--- config.mk ---
export PLATFORM = sky130hd
export DESIGN_NAME = iomem_timer
export DESIGN_NICKNAME = d
export VERILOG_FILES = /design/src/rtl/timer_pkg.sv /design/src/rtl/iomem_timer_presc.sv /design/src/rtl/iomem_timer.sv
export SDC_FILE = /design/constraint.sdc
export NUM_CORES = 1
export LEC_CHECK = 0
export ABC_CLOCK_PERIOD_IN_PS = 8400
export CAP_MARGIN = 20
export CORE_MARGIN = 3
export CORE_UTILIZATION = 35
export DETAILED_ROUTE_END_ITERATION = 8
export GPL_TIMING_DRIVEN = 0
export PLACE_DENSITY = 0.52
export SYNTH_ARGS = -nofsm -noshare
export SYNTH_HDL_FRONTEND = slang
export SYNTH_SLANG_ARGS = --single-unit
--- constraint.sdc ---
create_clock -name clk -period 8.4 [get_ports clk]
set_input_delay 1.26 -clock clk [delete_from_list [all_inputs] [get_ports clk]]
set_output_delay 1.26 -clock clk [all_outputs]
set_load 0.03 [all_outputs]
--- src/rtl/timer_pkg.sv ---
// Shared constants for the iomem timer: register offsets, CTRL/STATUS bit
// positions and a byte-strobe merge helper.
package timer_pkg;

  localparam logic [7:0] TMR_CTRL   = 8'h00;
  localparam logic [7:0] TMR_PRESC  = 8'h04;
  localparam logic [7:0] TMR_COUNT  = 8'h08;
  localparam logic [7:0] TMR_CMP    = 8'h0C;
  localparam logic [7:0] TMR_STATUS = 8'h10;

  localparam int CTRL_EN         = 0;
  localparam int CTRL_AUTORELOAD = 1;
  localparam int CTRL_ONESHOT    = 2;
  localparam int CTRL_MASK_MATCH = 3;
  localparam int CTRL_MASK_OVF   = 4;
  localparam int CTRL_W          = 5;

  localparam int STAT_MATCH = 0;
  localparam int STAT_OVF   = 1;
  localparam int STAT_W     = 2;

  // Replace only the bytes of old_val whose strobe bit is set.
  function automatic logic [31:0] wstrb_merge(input logic [31:0] old_val,
                                              input logic [31:0] wdata,
                                              input logic [3:0]  wstrb);
    logic [31:0] res;
    res = old_val;
    for (int b = 0; b < 4; b++) begin
      if (wstrb[b]) res[8*b +: 8] = wdata[8*b +: 8];
    end
    return res;
  endfunction

endpackage

--- src/rtl/iomem_timer_presc.sv ---
// Prescaler: pcnt runs 0..presc while enabled and emits a one-cycle tick
// on the cycle where pcnt equals presc.
module iomem_timer_presc #(
  parameter int PRESC_W = 16
) (
  input  logic               clk,
  input  logic               reset,
  input  logic               en_i,
  input  logic               clr_i,
  input  logic [PRESC_W-1:0] presc_i,
  output logic               tick_o
);

  logic [PRESC_W-1:0] pcnt_q;
  logic [PRESC_W-1:0] pcnt_d;

  assign tick_o = en_i && (pcnt_q == presc_i);

  // Next pcnt: held at 0 when disabled or cleared, wraps to 0 on tick.
  always_comb begin
    pcnt_d = pcnt_q;
    if (!en_i || clr_i) begin
      pcnt_d = '0;
    end else if (tick_o) begin
      pcnt_d = '0;
    end else begin
      pcnt_d = pcnt_q + PRESC_W'(1);
    end
  end

  // pcnt register.
  always_ff @(posedge clk or posedge reset) begin
    if (reset) begin
      pcnt_q <= '0;
    end else begin
      pcnt_q <= pcnt_d;
    end
  end

endmodule

--- src/rtl/iomem_timer.sv ---
// Memory-mapped 32-bit timer/compare peripheral on the SoC iomem bus.
// Holds the register file, the bus handshake and the counter; the
// prescaler lives in iomem_timer_presc.
module iomem_timer
  import timer_pkg::*;
#(
  parameter logic [7:0] BASE_SEL = 8'h04,
  parameter int         PRESC_W  = 16
) (
  input  logic        clk,
  input  logic        reset,
  input  logic        iomem_valid,
  output logic        iomem_ready,
  input  logic [3:0]  iomem_wstrb,
  input  logic [31:0] iomem_addr,
  input  logic [31:0] iomem_wdata,
  output logic [31:0] iomem_rdata,
  output logic        irq
);

  logic [CTRL_W-1:0]  ctrl_q,   ctrl_d;
  logic [PRESC_W-1:0] presc_q,  presc_d;
  logic [31:0]        count_q,  count_d;
  logic [31:0]        cmp_q,    cmp_d;
  logic [STAT_W-1:0]  status_q, status_d;
  logic               ready_q;
  logic [31:0]        rdata_q,  rdata_d;

  logic        acc;
  logic        wr;
  logic [7:0]  off;
  logic [31:0] rd_val;
  logic        wr_ctrl, wr_presc, wr_count, wr_cmp, wr_status;
  logic        tick;
  logic        unused_addr;

  // Address bits 23:8 are don't-care within the selected window.
  assign unused_addr = ^iomem_addr[23:8];

  assign off = iomem_addr[7:0];
  // A transaction is taken only in the idle cycle, so ready is a single pulse.
  assign acc = iomem_valid && !ready_q && (iomem_addr[31:24] == BASE_SEL);
  assign wr  = acc && (iomem_wstrb != 4'b0000);

  assign wr_ctrl   = wr && (off == TMR_CTRL);
  assign wr_presc  = wr && (off == TMR_PRESC);
  assign wr_count  = wr && (off == TMR_COUNT);
  assign wr_cmp    = wr && (off == TMR_CMP);
  assign wr_status = wr && (off == TMR_STATUS);

  iomem_timer_presc #(
    .PRESC_W (PRESC_W)
  ) u_presc (
    .clk     (clk),
    .reset   (reset),
    .en_i    (ctrl_q[CTRL_EN]),
    .clr_i   (wr_presc),
    .presc_i (presc_q),
    .tick_o  (tick)
  );

  // Read mux over the current (pre-update) register values.
  always_comb begin
    rd_val = '0;
    case (off)
      TMR_CTRL:   rd_val[CTRL_W-1:0]  = ctrl_q;
      TMR_PRESC:  rd_val[PRESC_W-1:0] = presc_q;
      TMR_COUNT:  rd_val              = count_q;
      TMR_CMP:    rd_val              = cmp_q;
      TMR_STATUS: rd_val[STAT_W-1:0]  = status_q;
      default:    rd_val              = '0;
    endcase
  end

  assign rdata_d = acc ? rd_val : '0;

  // Next-state for the register file and counter; later statements override
  // earlier ones: W1C, then tick events (flag set beats clear), then bus writes.
  always_comb begin
    ctrl_d   = ctrl_q;
    presc_d  = presc_q;
    count_d  = count_q;
    cmp_d    = cmp_q;
    status_d = status_q;

    if (wr_status && iomem_wstrb[0]) begin
      status_d = status_q & ~iomem_wdata[STAT_W-1:0];
    end

    // A bus write to COUNT suppresses the whole tick evaluation.
    if (tick && !wr_count) begin
      if (count_q == cmp_q) begin
        status_d[STAT_MATCH] = 1'b1;
        count_d = ctrl_q[CTRL_AUTORELOAD] ? 32'd0 : count_q + 32'd1;
        if (ctrl_q[CTRL_ONESHOT]) ctrl_d[CTRL_EN] = 1'b0;
      end else begin
        count_d = count_q + 32'd1;
        if (count_q == 32'hFFFF_FFFF) status_d[STAT_OVF] = 1'b1;
      end
    end

    if (wr_ctrl && iomem_wstrb[0]) begin
      ctrl_d = iomem_wdata[CTRL_W-1:0];
    end
    if (wr_presc) begin
      for (int i = 0; i < PRESC_W; i++) begin
        if (iomem_wstrb[i/8]) presc_d[i] = iomem_wdata[i];
      end
    end
    if (wr_count) begin
      count_d = wstrb_merge(count_q, iomem_wdata, iomem_wstrb);
    end
    if (wr_cmp) begin
      cmp_d = wstrb_merge(cmp_q, iomem_wdata, iomem_wstrb);
    end
  end

  // Register file, counter and bus response registers.
  always_ff @(posedge clk or posedge reset) begin
    if (reset) begin
      ctrl_q   <= '0;
      presc_q  <= '0;
      count_q  <= '0;
      cmp_q    <= '0;
      status_q <= '0;
      ready_q  <= 1'b0;
      rdata_q  <= '0;
    end else begin
      ctrl_q   <= ctrl_d;
      presc_q  <= presc_d;
      count_q  <= count_d;
      cmp_q    <= cmp_d;
      status_q <= status_d;
      ready_q  <= acc;
      rdata_q  <= rdata_d;
    end
  end

  assign iomem_ready = ready_q;
  assign iomem_rdata = rdata_q;
  assign irq = |(status_q & ctrl_q[CTRL_MASK_OVF:CTRL_MASK_MATCH]);

endmodule
* Word-level counts from Yosys, hierarchy flattened
Cells that the tools add are included.
** Storage, ports and cells
- Output and inout bits :: 34
- Logic and storage cells :: 91
- Register bits after elaboration :: 136
** Cells by class
- Multiplexer cells :: 24
- Bitwise operators :: 3
- Reductions and logical operators :: 34
- Add/sub/neg operators :: 2
- Eq/ne operators :: 12
** Operator list (count)
- two-way mux 32 bit :: 5
- one-hot mux 11 bit (3 select lines) :: 1
- adder 32 x 1 -> 32 bit, second input constant :: 1
- == test 32 bit :: 1
- == test 32 bit, second input constant :: 1
- two-way mux 16 bit :: 2
- two-way mux 8 bit :: 4
- one-hot mux 16 bit (2 select lines) :: 1
- AND reduction 2 bit :: 10
- adder 16 x 1 -> 16 bit, second input constant :: 1
- == test 16 bit :: 1
- == test 8 x 3 -> 1 bit, second input constant :: 2
- == test 8 x 4 -> 1 bit, second input constant :: 2
- logical AND 1 bit :: 12
- one-hot mux 3 bit (4 select lines) :: 1
- one-hot mux 2 bit (5 select lines) :: 1
- == test 8 x 5 -> 1 bit, second input constant :: 1
- logical NOT 8 bit :: 1
- != test 2 bit, second input constant :: 4
- nonzero test 2 bit :: 4
- two-way mux 1 bit :: 7
- bitwise AND 2 bit :: 2
- two-way mux 2 bit :: 2
- nonzero test 4 bit :: 1
- 5 further kinds :: 7

* Depth between registers and ports, before layout
Gate-level depths: netlist of run 1.
- Depth in word-level cells :: 10
- Mapped depth :: 10
- Mapped depth without buffers :: 7

* Modules after synthesis
From an unflattened synthesis of run 1, not the netlist that was laid out.
** Second synthesis, totals
- Cell total of the unflattened synthesis :: 726
- Area total of the unflattened synthesis :: 7489.7 um^2
** Modules (own cells, without submodules)
- iomem_timer :: area an instance 6437.4 um^2, cells each 625, instances 1
- iomem_timer_presc :: area an instance 1052.3 um^2, cells each 101, instances 1

* Least setup slack after synthesis of run 1
No wires, ideal clock.
- Path type :: input -> register
- Start :: input port iomem_addr[1]
- End :: register count_q[17]
- Setup time :: 124 ps
- Setup slack :: 5184 ps
- Data required time :: 8276 ps
- Cell stages on the path :: 7
- Data arrival time :: 3092 ps
- Path through :: or4_4 nor4b_4 and3_1 buf_4 a311oi_1 a41o_1 a211o_1
** Between the ends
- Word-level cells in the longest chain between the ends :: 6
** Ends and longest elaborated chain
- start: declaration :: line iomem_timer.sv:15 : input logic [31:0] iomem_addr,
- == test 8 x 4 -> 1 bit * :: line iomem_timer.sv:47 : assign wr_count = wr && (off == TMR_COUNT);
- logical AND 1 bit * :: line iomem_timer.sv:47
- logical NOT 1 bit :: line iomem_timer.sv:91 : if (tick && !wr_count) begin
- logical AND 1 bit :: line iomem_timer.sv:91
- nonzero test 2 bit (no line)
- AND reduction 2 bit (no line)
- end signal: assignment :: line iomem_timer.sv:131 : count_q <= count_d;
- end: declaration :: line iomem_timer.sv:23 : logic [31:0] count_q, count_d;
Every way passes the cells marked *; elsewhere a longest branch is shown, timed or not.
A chain may end at the register's enable or synchronous reset.

* Worst setup path in the final report of run 1
- Start :: input port iomem_addr[1]
- End :: register count_q[9]
The elaborated chain is that of the path after synthesis.

==> impl_results.md, run 1 <==
- Required time of the critical path: roughly 8.7 ns
- Nets: 912
- Post-CTS resize count: 0
- RePlAce Congestion: roughly 0.94
- CP Max Fanout: 10
- Syn Inst Count: around 730
- Area of the core: 20400 um^2
- Initial antenna violation count: 0
- Root Buffer: clkbuf_16
- Fillcell total: around 2.0k
- Die Ht: ~150 um
- Switching Share: 27.2%
- Global route total overflow: 0
- Synth async-reset ratio: 100%
- Internal Power: 0.00127 W
- Initial DRC count: around 540
- Sw power: 0.000472 W
- Setup TNS: 0 ns
- Drt total wl: 24200 um
- GR Util All Layers: a little over a fifth
- Prevailing post-synth register cell: dfrtp_1
- RSZ-0062 raised after global routing: false
- Logic pwr share: 15.8%
- Post-Syn Area: roughly 7300 um^2
- Yosys warnings: 0
- I/O pins: 105
- Number of synthesized flops with an enable pin: 0
- Post-CTS setup buffers: 0
- CTS tree: yes
- Slew @ Worst Pin: 1.06 ns
- DR vias: 6124
- Syn nets: 805
- Vias in the first global route: 6304
- Yosys top cell area share: 46.5%
- Via density: ~5.5
- # setup viols final: 0
- Clock tree sinks: 136
- Detailed Routing Iterations Pass 1: 5
- IO Port Bufs: 86
- Final HPWL DP: about 18000 um
- Clk buf depth: 2
- Die ar.: 22700 um^2
- Setup Skew: 0.00637 ns
- Fin. Hold Viols: 0
- PD cells: 190 nW/um^2
- First-pass GRT wire length: 37200 um
- Growth of design area from synthesis to finish: 24.7%
- Row cnt: 52
- Outcome: finished, final reports clean
- # DRC: 0
- Relative slew slack: 28.7%
- CTS buffer count: 17
- Hold path depth: 1
- Initial Util: 35.9%
- DRT antenna net count: 0
- P_leak: 3.92 nW
- Peak VDD IR: 126 uV
- Max cap viols: 0
- Worst setup EP type: flip-flop
- CTS hold repair buffers: 0
- Min-Delay Path Class: reg2reg
- Synth area leaders: dfrtp_1, mux2_2, xnor2_1
- Share of layout cells above drive strength 1: 13.1%
- Diode count: 0
- R2r setup slk: 5.13 ns
- Crit start category: input port
- R2R cell count: 8
- Post-synth top area cell: dfrtp_1
- Sequential share of power: 41.6%
- Die X-Extent: 151 um
- Max Slew Vio Count: 0
- Clock Power Share: 42.5%
- Hold Crit Endpoint: ctrl_q[2]
- Fmax: approximately 260 MHz
- Reg-to-Reg Start: count_q[16]
- Pin count of the biggest net entering global routing: 71
- H-tree depth: 4
- Worst skew pair latency: 0.42 ns
- Tcrit/Tclk final: between 40 and 50%
- DR WL/cell: 21.6 um
- Clock-pin slew on the worst setup and hold paths: 0.05 ns
- CP Class: in2reg
- Power, Total: 0.00174 W
- CP Data Arrival Time: 4.24 ns
- Worst R2R End: count_q[21]
- Min-Delay Startpoint: ctrl_q[2]
- Distinct cells, synth: 60
- Register bit total from synthesis: 136
- Fin crit period: 3.91 ns
- Syn Area/Cell: 10.0 um^2
- Sequential area share after synthesis: 46.5%
cell families (layout without fill, tap and decap cells):
logic type,after synthesis,after routing,synth area share [%]
simple gates,262,262,18.5
buf+inv,67,183,3.81
flops,136,136,46.5
compound gates,140,140,13.7
xor+xnor,62,62,7.41
mux,63,63,9.75
fa+ha+maj,2,2,0.342
critical path, stage by stage:
cell and delay (ns):
clkdlybuf4s50_1 0.40, or4_4 0.57, nor4b_4 0.73, nand3_4 0.20, nand3_1 0.17, buf_2 0.30, buf_2 0.35, o211ai_1 0.13
o21ai_0 0.11
cell usage after synthesis (7+ instances only):
cell	count
nand2_1	37
nand4_1	27
o21ai_0	26
nand2b_1	8
o21ai_1	7
a32oi_1	11
o31a_1	10
nor3_1	11
clkbuf_1	33
mux2_2	56
nor2_1	72
xnor2_1	38
and3_1	19
a22oi_1	30
inv_1	19
a31oi_1	10
nor4_1	11
o211ai_1	9
buf_2	13
dfrtp_1	136
nand3_1	46
xor2_1	24
power groups by stage:
| stage | Combinational, W | Clock [W] | Sequential [W] |
|---|---|---|---|
| detailed placement | 0.000273 | 0 | 0.000734 |
| global route | 0.000303 | 0.000786 | 0.000727 |
| finish | 0.000275 | 0.000739 | 0.000723 |
| floorplan | 0.000173 | 0 | 0.000722 |
| global placement | 0.000268 | 0 | 0.000734 |
| CTS | 0.000274 | 0.000756 | 0.000722 |
registers in the layout (all words and copies together) (netlist names):
name / flops
presc_q: 16
cmp_q: 32
count_q: 32
iomem_rdata: 32
u_presc.pcnt_q: 16
iomem_ready: 1
status_q: 2
ctrl_q: 5
cell usage in the layout, fill, tap and decap left out, drive strengths merged, types with 19 or more instances in the layout:
master	synthesis	routed
clkbuf	33	58
and3	19	19
xnor2	38	38
clkdlybuf4s50	0	86
a22oi	30	30
inv	19	19
nand4	27	27
o21ai	33	33
xor2	24	24
dfrtp	136	136
nor2	72	72
nand2	37	37
nand3	48	48
mux2	57	57
cell type report:
| class | count | area [um^2] | area share [%] |
|---|---|---|---|
| clock inverters | 3 | 65.1 | 0.712 |
| clock buffers | 25 | 505 | 5.53 |
| flip-flops and latches | 136 | 3400 | 37.2 |
| inverters | 19 | 76.3 | 0.835 |
| well taps | 270 | 338 | 3.70 |
| plain buffers | 48 | 208 | 2.27 |
| repair buffers | 88 | 893 | 9.78 |
| multi-input cells | 529 | 3650 | 39.9 |
routing by layer:
layer  GRT usage (%)  part of all wire (%)
met1            28.9                    44
met2            35.9                    48
met3            4.79                   5.4
met4            6.44                   2.3
met5               0                     0
how the worst max path moves through the flow:
stage,startpoint,to,cells past startpoint,slack (ns)
2_1_floorplan,reset,cmp_q[0],1,3.50
3_3_place_gp,reset,iomem_rdata[23],2,1.43
3_5_place_dp,iomem_addr[1],count_q[9],9,4.11
4_1_cts,iomem_addr[1],count_q[9],9,4.55
5_1_grt,iomem_addr[25],u_presc.pcnt_q[13],8,4.29
6_report,iomem_addr[1],count_q[9],9,4.49
stage by stage:
stage | hold WS [ns] | setup slack (ns) | instance area, um^2 | util (%) | cells
after floorplan | 0.484 | 3.50 | 7330 | - | 732
after global placement | 0.526 | 1.43 | 8520 | 41.7 | 1088
after detailed placement | 0.530 | 4.11 | 8570 | 41.9 | 1090
after CTS | 0.543 | 4.55 | 9140 | 44.7 | 1118
after global routing | 0.566 | 4.29 | 9140 | 44.7 | 1118
final | 0.543 | 4.49 | 9140 | 44.7 | 1118
No activity file was read; power rests on OpenSTA's default activity.
==> run 2, diff against run 1 <==
ABC_CLOCK_PERIOD_IN_PS = 3200   (was 8400)
PLACE_DENSITY = 0.54   (was 0.52)
clock period = 3.2 ns   (was 8.4 ns; I/O delays follow)
==> run 2 against run 1 <==
First-iteration DRC count is 8.3% lower. Sequential cell count unchanged. Via count grew 1.0%. Critical path type is now reg2reg. Largest cell class unchanged.
==> impl_results.md, run 2 (synthesis gave the netlist of run 1 again) <==
- Via density: 5.50
- Setup Skew: about 0.0077 ns
- CTS buffer count: 17
- Detailed Routing Iterations Pass 1: 5
- R2R cell count: 7
- Reg-to-Reg Start: count_q[0]
- Setup TNS: 0 ns
- # DRC: 0
- Fin. Hold Viols: 0
- CTS hold repair buffers: 0
- Global route total overflow: 0
- GR Util All Layers: 20.9%
- Die ar.: 22700 um^2
- Clock tree sinks: 136
- Area of the core: 20400 um^2
- Commonest non-fill, non-tap cells in the layout: dfrtp_1, clkdlybuf4s50_1, nor2_1
- Drt total wl: 22900 um
- Sequential Area: 3400 um^2
- Die Ht: 151 um
- Tcrit/Tclk final: 98.4%
- IO Port Bufs: 86
- First-pass GRT wire length: 35800 um
- CP Data Arrival Time: 3.49 ns
- Row cnt: 52
- Slew @ Worst Pin: 1.08 ns
- Min-Delay Path Class: reg2reg
- Hold Crit Endpoint: ctrl_q[4]
- Clk buf depth: 2
- Power, Total: 0.00473 W
- H-tree depth: 4
- PD cells: roughly 500 nW/um^2
- CP Class: reg2reg
- P_leak: 3.95 nW
- Footprint of the multi-input gates: 3670 um^2
- Initial antenna violation count: 0
- Final HPWL DP: 17000 um
- Crit start category: flip-flop
- Hold path depth: 1
- Fin crit period: 3.15 ns
- Min-Delay Startpoint: ctrl_q[4]
- Clock-pin slew on the worst setup and hold paths: 0.06 ns
- RSZ-0062 raised after global routing: false
- Max cap viols: 0
- Pin count of the biggest net entering global routing: 39
- Share of layout cells above drive strength 1: between 10% and 20%
- Required time of the critical path: 3.54 ns
- Relative slew slack: 27.8%
- Diode count: 0
- Max Slew Vio Count: 0
- Growth of design area from synthesis to finish: 26.3%
- Vias in the first global route: about 6k
- R2r setup slk: between 0.05 and 0.06 ns
- Root Buffer: clkbuf_16
- I/O pins: about 110
- Worst skew pair latency: about 0.42 ns
- CTS tree: yes
- Fmax: 317 MHz
- Fillcell total: 2000
- # setup viols final: 0
- RePlAce Congestion: around 0.94
- Initial Util: a little over a third
- CP Max Fanout: 8
- Peak VDD IR: 384 uV
- Worst R2R End: count_q[20]
- Die X-Extent: 151 um
- DR vias: around 6k
- Commonest non-fill, non-tap cell in the layout: dfrtp_1
- Worst setup EP type: flip-flop
- Nets: ~910
- Initial DRC count: between 400 and 500
- Outcome: finished, final reports clean
- DRT antenna net count: 0
- Post-CTS setup buffers: 0
- DR WL/cell: 20.4 um
==> run 2: cell types whose count changed in the layout (fill, tap and decap cells not counted), sizes merged <==
cell,before,now
inv,19,18
clkbuf,58,54
clkinv,1,5
buf,17,19
clkinvlp,0,3
bufinv,2,4
==> run 2: worst max-delay path: stages (launching register included) <==
cell and delay, ns:
dfrtp_1 0.49, ha_1 0.25, nand4_1 0.27, nor3_1 0.95
nand3_1 0.31, or2_2 0.37, o41a_1 0.31, o22ai_1 0.12
==> run 2: per-layer routing <==
layer  track usage (%)  wire (um)
met5                 0          0
met4              7.34        514
met3              4.21       1520
met2              33.1      10700
met1              28.5      10200
==> run 2: worst max-delay path by stage <==
stage / from / to / slack, ns
5_1_grt: count_q[1] / count_q[20] / 0.02
4_1_cts: count_q[26] / count_q[16] / 0.14
6_report: count_q[0] / count_q[20] / 0.05
3_5_place_dp: iomem_addr[1] / count_q[8] / -0.22
3_3_place_gp: reset / iomem_rdata[8] / -0.36
2_1_floorplan: iomem_addr[1] / count_q[17] / 0.76
==> run 2: where the power goes <==
part / leakage [nW] / switching, W / internal (W) / total, W
clock: 0.303 / 0.000768 / 0.00135 / 0.00211
sequential: 1.82 / 0.000104 / 0.00179 / 0.00190
combinational: 1.83 / 0.000420 / 0.000298 / 0.000718
==> run 2: cell type report <==
type,instances,area share [%]
buffer,48,2.25
clock buffer,21,4.98
clock inverter,11,1.85
inverter,19,0.812
multi-input combinational,529,39.7
sequential,136,36.8
tap,270,3.65
timing repair buffer,90,10.0
==> run 2: metrics by stage <==
| stage | setup slack (ns) | hold WS (ns) | utilization, % | instance area (um^2) | instances |
|---|---|---|---|---|---|
| 4_1_cts | 0.136 | 0.540 | 45.2 | 9230 | 1124 |
| 6_report | 0.0501 | 0.534 | 45.3 | 9250 | 1124 |
| 5_1_grt | 0.0155 | 0.552 | 45.3 | 9250 | 1124 |
| 2_1_floorplan | 0.764 | 0.484 | - | 7330 | 732 |
| 3_5_place_dp | -0.216 | 0.525 | 42.1 | 8600 | 1092 |
| 3_3_place_gp | -0.362 | 0.525 | 41.7 | 8530 | 1088 |
==> run 2: what timing repair did <==
action | in CTS | in global routing
gates resized for setup | 0 | 4
setup endpoints to repair | 0 | 34
hold endpoints to repair | 0 | 0
==> run 3, diff against run 2 <==
ABC_AREA = 1   (was default)
==> run 3 against run 2 <==
Combinational power down 62%. Power decreased by 15%. Via count up 21%. Global-route usage increased by 0.63 points. Die area up 9.9%. Worst hold slack worse by 0.067 ns.
==> impl_results.md, run 3 <==
- Fin. Hold Viols: 0
- Prevailing post-synth register cell: dfrtp_1
- Placed insts: 1454
- Syn nets: 1155
- DR vias: roughly 7.5k
- WL met1: 13000 um
- GR Util All Layers: 21.5%
- R2R cell count: 9
- Die X-Extent: about 160 um
- DR WL/cell: 17.6 um
- CP dominant cell by count: nand2_1
- Row cnt: 54
- Initial Util: 36.4%
- Initial DRC count: 599
- Post-Layout Cell Count: 1486
- Slowest-stage cell, CP: dfrtp_1
- Share of layout cells above drive strength 1: 11.4%
- Clock-pin slew on the worst setup and hold paths: 0.06 ns
- Die ar.: between 20000 and 25000 um^2
- Syn Inst Count: 1082
- Diode count: 0
- Global route total overflow: 0
- Min-Delay Path Class: in2async
- Yosys warnings: 0
- Commonest non-fill, non-tap cell in the layout: nand2_1
- PD cells: 405 nW/um^2
- Yosys top cell area share: roughly 42%
- Required time of the critical path: 3.56 ns
- Setup Skew: 0.00681 ns
- Root Buffer: clkbuf_16
- Critical-path cell list: ha_1 -> nand3_2 -> nor3_2 -> nand2_1 -> nor2_1 -> nand3_1 -> nor3_1 -> nand3b_1 -> nand2_1
- Setup TNS: 0 ns
- CP Max Fanout: 5
- Placed cell area: 9400 um^2
- IO Port Bufs: 88
- Max Slew Vio Count: 0
- Clock tree sinks: between 100 and 150
- Synth cell count leaders: nand2_1, nor2_1, dfrtp_1
- Clk buf depth: 2
- Fin worst setup slack: about 0.83 ns
- Number of synthesized flops with an enable pin: 0
- Bufs and invs on worst path: 0
- Post-synth top area cell: dfrtp_1
- Fmax: between 400 and 500 MHz
- Distinct cells, synth: 45
- Met3 wire length: between 1000 and 1500 um
- # DRC: 0
- Slew @ Worst Pin: between 0.6 and 0.7 ns
- CP Data Arrival Time: around 2.7 ns
- CTS hold repair buffers: 0
- Post-CTS setup buffers: 0
- Top cell family by delay on the critical path: simple AND/OR/NAND/NOR gates
- Growth of design area from synthesis to finish: 23.4%
- Worst R2R End: status_q[1]
- Worst setup EP type: flip-flop
- Crit start category: flip-flop
- Worst slack at placement: about 0.6 ns
- Sequential area share after synthesis: 42.1%
- P_leak: 4.64 nW
- RSZ-0062 raised after global routing: false
- Relative slew slack: 60.0%
- Area of the core: 22200 um^2
- Fillcell total: 2301
- CTS buffer count: 17
- Design area: 9980 um^2
- Commonest non-fill, non-tap cells in the layout: nand2_1, nor2_1, dfrtp_1
- Slowest stage delay, CP: 0.46 ns
- Tcrit/Tclk final: between 70% and 80%
- Syn Area/Cell: 7.47 um^2
- Crit path from: count_q[0]
- Pin count of the biggest net entering global routing: 37
- First-pass GRT wire length: 41300 um
- DRT antenna net count: 0
- Register bit total from synthesis: ~140
- CTS tree: yes
- CP Class: reg2reg
- Synth area leaders: dfrtp_1, nand2_1, nor2_1
- Post-Syn Area: 8080 um^2
- Outcome: finished, final reports clean
- Vias in the first global route: 7208
- Die Ht: 158 um
- Via density: 5.02
- WL met2: 11200 um
- Power, Total: 0.00404 W
- Max cap viols: 0
- # setup viols final: 0
- Detailed Routing Iterations Pass 1: 5
- Fin crit period: 2.37 ns
- Drt total wl: 26100 um
- Max layer used: met4
- R2r setup slk: about 0.83 ns
- Worst skew pair latency: 0.43 ns
- Peak VDD IR: 313 uV
- H-tree depth: 4
- Initial antenna violation count: 0
- Post-CTS resize count: 0
- Nets: ~1.3k
- Reg-to-Reg Start: count_q[0]
- Synth async-reset ratio: 100%
- Most common cell in the netlist: nand2_1
- RePlAce Congestion: slightly above 0.9
- I/O pins: ~110
- Final HPWL DP: approximately 20000 um
[run 3: layout make-up]
cell class                      count  area (um^2)  area share (%)
Clock buffer                       18          429            4.30
Timing Repair Buffer               92          961            9.63
Inverter                          126          478            4.79
Buffer                             39          205            2.06
Sequential cell                   136         3400            34.1
Multi-Input combinational cell    781         4000            40.1
Clock inverter                     14          150            1.50
Tap cell                          280          350            3.51
[run 3: metal layers]
metal,track usage [%],vias to the layer above
met5,0,-
met4,6.19,0
met3,2.82,23
met2,32.0,222
met1,32.8,3530
li1,-,3689
[run 3: cell families after synthesis]
kind of cell,Yosys count,synth area share (%)
multiplexers,13,2.00
AND/OR/NAND/NOR,549,30.3
XOR/XNOR,58,6.28
adder cells (fa/ha/maj),2,0.310
buffers and inverters,165,8.41
flip-flops,136,42.1
AO/OA/AOI/OAI,159,10.6
[run 3: where the power goes]
part | switching [W] | leakage [nW] | internal (W)
clock network | 0.000831 | 0.277 | 0.00115
registers | 0.0000370 | 1.72 | 0.00175
logic | 0.000157 | 2.65 | 0.000114
total | 0.00102 | 4.64 | 0.00301
[run 3: worst register-to-register path: cells and delay by family, from the launching register on]
family        cells  cell delay (ns)
fa+ha+maj         1             0.24
flops             1             0.46
simple gates      8             1.61
[run 3: stage by stage]
stage,hold slack [ns],util (%)
2_1_floorplan,0.472,-
4_1_cts,0.473,44.9
3_5_place_dp,0.502,42.3
6_report,0.467,44.9
5_1_grt,0.500,44.9
3_3_place_gp,0.498,41.9
[run 3: how the worst max path moves through the flow]
stage	endpoint	slack, ns	cells past startpoint
after floorplan	cmp_q[0]	1.03	1
after detailed placement	count_q[9]	0.61	8
after global placement	iomem_rdata[29]	-0.41	2
after CTS	status_q[1]	0.87	9
final	status_q[1]	0.83	9
after global routing	status_q[1]	0.76	9
